--- config.mk ---
export PLATFORM = sky130hd
export DESIGN_NAME = fsm_btn_debounce
export DESIGN_NICKNAME = d
export VERILOG_FILES = /design/src/rtl/fsm_btn_debounce.sv
export SDC_FILE = /design/constraint.sdc
export NUM_CORES = 1
export LEC_CHECK = 0
export ABC_AREA = 1
export BUFFER_PORTS_ARGS = -buffer_cell sky130_fd_sc_hd__buf_2
export CAP_MARGIN = 20
export CORE_AREA = 2 2 39 41
export CTS_BUF_LIST = sky130_fd_sc_hd__clkbuf_16
export DETAILED_ROUTE_END_ITERATION = 10
export DIE_AREA = 0 0 41 43
export PLACE_DENSITY = 0.7
export SLEW_MARGIN = 20
export SYNTH_ARGS = -nofsm -noshare
export SYNTH_HDL_FRONTEND = slang
export SYNTH_SLANG_ARGS = --single-unit
--- constraint.sdc ---
create_clock -name clk -period 1.4 [get_ports clk]
set_input_delay 0.28 -clock clk [delete_from_list [all_inputs] [get_ports clk]]
set_output_delay 0.28 -clock clk [all_outputs]
set_load 0.1 [all_outputs]
--- src/rtl/fsm_btn_debounce.sv ---
// fsm_btn_debounce: turns a raw, bouncing push-button into a clean debounced
// level (db_level) and a one-cycle press strobe (db_tick) for fsm_counter.en.
// The button is synchronised through two flops, then a four-state FSM
// qualifies press and release over STABLE_CYCLES cycles.
//
// Optional feature, macro AUTO_REPEAT_EN:
//   defined   - while the button stays held, db_tick also repeats every
//               REPEAT_CYCLES cycles
//   undefined - the repeat counter is absent; db_tick pulses only once per
//               qualified press
//
// state     | meaning
// ----------+------------------------------------------------------------
// IDLE      | button released and debounced, db_level = 0
// CHK_PRESS | s2 went high, counting stable-high cycles before accepting
// HELD      | press accepted, db_level = 1 (auto-repeat runs here)
// CHK_REL   | s2 went low while held, counting stable-low cycles

module fsm_btn_debounce #(
    parameter int STABLE_CYCLES = 4,
    parameter int REPEAT_CYCLES = 8
) (
    input  logic clk,
    input  logic reset,
    input  logic btn,
    output logic db_level,
    output logic db_tick
);

    localparam int MAX_CYC = (STABLE_CYCLES > REPEAT_CYCLES) ? STABLE_CYCLES : REPEAT_CYCLES;
    localparam int CNT_W   = $clog2(MAX_CYC);
    localparam logic [CNT_W-1:0] STABLE_LAST = CNT_W'(STABLE_CYCLES - 1);
`ifdef AUTO_REPEAT_EN
    localparam logic [CNT_W-1:0] REPEAT_LAST = CNT_W'(REPEAT_CYCLES - 1);
`endif

    typedef enum logic [1:0] {
        IDLE      = 2'd0,
        CHK_PRESS = 2'd1,
        HELD      = 2'd2,
        CHK_REL   = 2'd3
    } state_t;

    state_t           state;
    logic [CNT_W-1:0] cnt;
    logic             s1;
    logic             s2;
`ifdef AUTO_REPEAT_EN
    logic [CNT_W-1:0] rpt;
`endif

    // Two-flop synchroniser for the asynchronous button; the FSM only sees s2.
    always_ff @(posedge clk or posedge reset) begin
        if (reset) begin
            s1 <= 1'b0;
            s2 <= 1'b0;
        end else begin
            s1 <= btn;
            s2 <= s1;
        end
    end

    // Debounce FSM with registered level and strobe outputs.
    always_ff @(posedge clk or posedge reset) begin
        if (reset) begin
            state    <= IDLE;
            cnt      <= '0;
            db_level <= 1'b0;
            db_tick  <= 1'b0;
`ifdef AUTO_REPEAT_EN
            rpt      <= '0;
`endif
        end else begin
            // Strobe defaults low so it can never stretch past one cycle.
            db_tick <= 1'b0;
            case (state)
                IDLE: begin
                    db_level <= 1'b0;
                    if (s2) begin
                        state <= CHK_PRESS;
                        cnt   <= '0;
                    end
                end
                CHK_PRESS: begin
                    if (!s2) begin
                        state <= IDLE;
                    end else if (cnt == STABLE_LAST) begin
                        state    <= HELD;
                        db_level <= 1'b1;
                        db_tick  <= 1'b1;
`ifdef AUTO_REPEAT_EN
                        rpt      <= '0;
`endif
                    end else begin
                        cnt <= cnt + 1'b1;
                    end
                end
                HELD: begin
                    db_level <= 1'b1;
                    if (!s2) begin
                        state <= CHK_REL;
                        cnt   <= '0;
                    end
`ifdef AUTO_REPEAT_EN
                    // Repeat period runs on every HELD cycle; it freezes in
                    // CHK_REL so a short glitch does not restart it.
                    if (rpt == REPEAT_LAST) begin
                        db_tick <= 1'b1;
                        rpt     <= '0;
                    end else begin
                        rpt <= rpt + 1'b1;
                    end
`endif
                end
                CHK_REL: begin
                    if (s2) begin
                        state <= HELD;
                    end else if (cnt == STABLE_LAST) begin
                        state    <= IDLE;
                        db_level <= 1'b0;
                    end else begin
                        cnt <= cnt + 1'b1;
                    end
                end
                default: begin
                    state    <= IDLE;
                    cnt      <= '0;
                    db_level <= 1'b0;
                end
            endcase
        end
    end

endmodule

==> out/metrics.cfg <==
[clock_network]
cts-root-buf = clkbuf_16
cts_tree = built
cts_buffers = 3
max-clock-path-buffers = 2
htreeDepth = 1
clk_pin_slew_ns = 0.04
insertion_delay_ns = 0.24
hold_buffers = 0
clock_sinks = 9

[floorplanning]
core_um2 = 1380
rows = 14
initial_core_util = 0.406
die_area_um2 = 1760
die_x_um = 41
dieHeight_um = 43
ios = 5

[timing]
finalCriticalPeriod_ns = 1.32
fin_skew_ns = 0.00333
rsz0062_at_grt = no
worst_slew_pin_slew_ns = 0.483
slew_headroom = 0.680
fmax_ghz = 0.760
setup_viol = 0
slew_viol_final = 0
finalHoldViolations = 4
finalCritPeriodShare = 0.940
fin_tns_setup_ns = 0
holdWs_ns = -0.00215

[layout]
fin_cells = 95
final_common_cell = nand2_1
fillers = 130
nets = 90
area_growth_pct = 21.8
final_cell_mix = nand2_1 (21), inv_1 (11), dfrtp_1 (8), nor2_1 (7), ha_1 (6)
drive_above_1_share = 0.215
diodes = 0
utilization = 0.495
finalInstanceArea_um2 = 684

[grt]
antenna_found_initial = 0
grt_remaining_overflow = 0
grt_pass1_vias = 447
grt_pass1_wl_mm = 1.73
track_usage = 0.158
grt_max_degree = 10

[routing]
finalWirelength_mm = 1.04
vias_per_cell = 4.78
drt_pass1_iterations = 4
drt_iter0_drc = 7
ant_nets = 0
routedWlPerCell_um = 10.9
drc = 0
vias = 454

[worst_setup_path]
required_ns = 1.52
r2r-start = state[0]
crit_path_end_kind = flop
critical_path.cell_chain = ha_1, o21ai_2, nand3_2, nand2_1, nand2_1
cp_slowest_cell = dfrtp_2
path_max_fanout = 6
worstSetupPathType = reg -> reg
startpoint = state[0]
cpMostUsedCell = nand2_1
crit_path_max_incr_delay_ns = 0.43
cp.arrival_ns = 1.44
cp-start-kind = flop

[logic_synthesis]
synth_area_leaders = dfrtp_1 (40%), ha_1 (16%), nand2_1 (14%)
syn_inst = 71
synth_nets = 81
synth-seq-cells = 9
syn_area_um2 = 562
yosysWarnings = 0
yosysTopAreaCell = dfrtp_1
synth.avg_cell_area_um2 = 7.91
synthDistinctLibCells = 13
synth_top_area_frac = 0.401
ys_seq_area_frac = 0.401

[placed_design]
placed_cells = 91
place_area_um2 = 602
port_buffers = 4
globalplace.congestion = 0.802
hpwlAfterDp_um = 749

[power_and_ir_drop]
total_power_mw = 1.66
pwr_density_cell_nw_per_um2 = 2430
p_leak_nw = 0.369
peakVddDrop_mv = 1.07

[worst_hold_path]
min_path_type = in -> async

[run_status]
violations = hold timing
outcome = finished, violations left

[job]
cap_violations = 0

## critical path, delay by kind of cell (launching register included)
kind	cells	cell delay [ns]
AO/OA/AOI/OAI	1	0.23
adder cells (fa/ha/maj)	1	0.29
flip-flops	1	0.43
AND/OR/NAND/NOR	3	0.25
## final cells by class
type | instances | area (um^2) | share of cell area
timing repair buffer | 4 | 20.0 | 0.0293
sequential | 9 | 226 | 0.331
inverter | 11 | 41.3 | 0.0603
multi-input combinational | 51 | 298 | 0.435
tap | 16 | 20.0 | 0.0293
clock inverter | 1 | 3.75 | 0.00548
clock buffer | 3 | 75.1 | 0.110
## synthesized netlist by cell type, drive strengths merged
cell,count
nand2,24
inv,11
dfrtp,9
ha,7
nor2,7
o21ai,6
nand3,5
nand4,2
## routing by layer
metal  vias to the layer above  global-route usage  share of wire
li1                        237                   -              -
met1                       191               0.201           0.42
met2                        21               0.203           0.46
met3                         5              0.0628          0.079
met4                         0               0.120          0.042
met5                         -                   0              0
## report_power, final
part	leakage, nW	internal (mW)	switching (mW)
Combinational	0.215	0.246	0.504
Clock	0.0423	0.373	0.123
Sequential	0.112	0.347	0.0691
## metrics by stage
step	setup slack [ns]	hold slack (ns)
finish	0.0846	-0.00215
global placement	0.0660	0.254
CTS	0.0579	0.0138
detailed placement	0.0781	0.265
floorplan	0.149	0.108
global route	0.00598	0.0486
## cell families after synthesis
| family | share of synthesized area |
|---|---|
| and+or+nand+nor | 0.296 |
| AOI/OAI and AO/OA | 0.0735 |
| DFF | 0.401 |
| adders and majority gates | 0.156 |
| buffers and inverters | 0.0735 |
## path summary, 6_finish.rpt
check | endpoint | slack (ns) | cells after the start
worst max-delay path | cnt[1] | 0.08 | 5
min in group clk | s1 | 0.16 | 1
worst min register to register | s2 | 0.35 | 0
worst min-delay path | async pin | -0.002 | 2
max in group asynchronous | state[0] | 1.13 | 2
worst max register to register | cnt[1] | 0.08 | 5
## what timing repair did
item / CTS / global route
endpoints found under the setup margin: 0 / 5
gates resized for setup: 0 / 2
setup buffers: 0 / 0
Note: power is estimated with default switching activity, not from simulation.
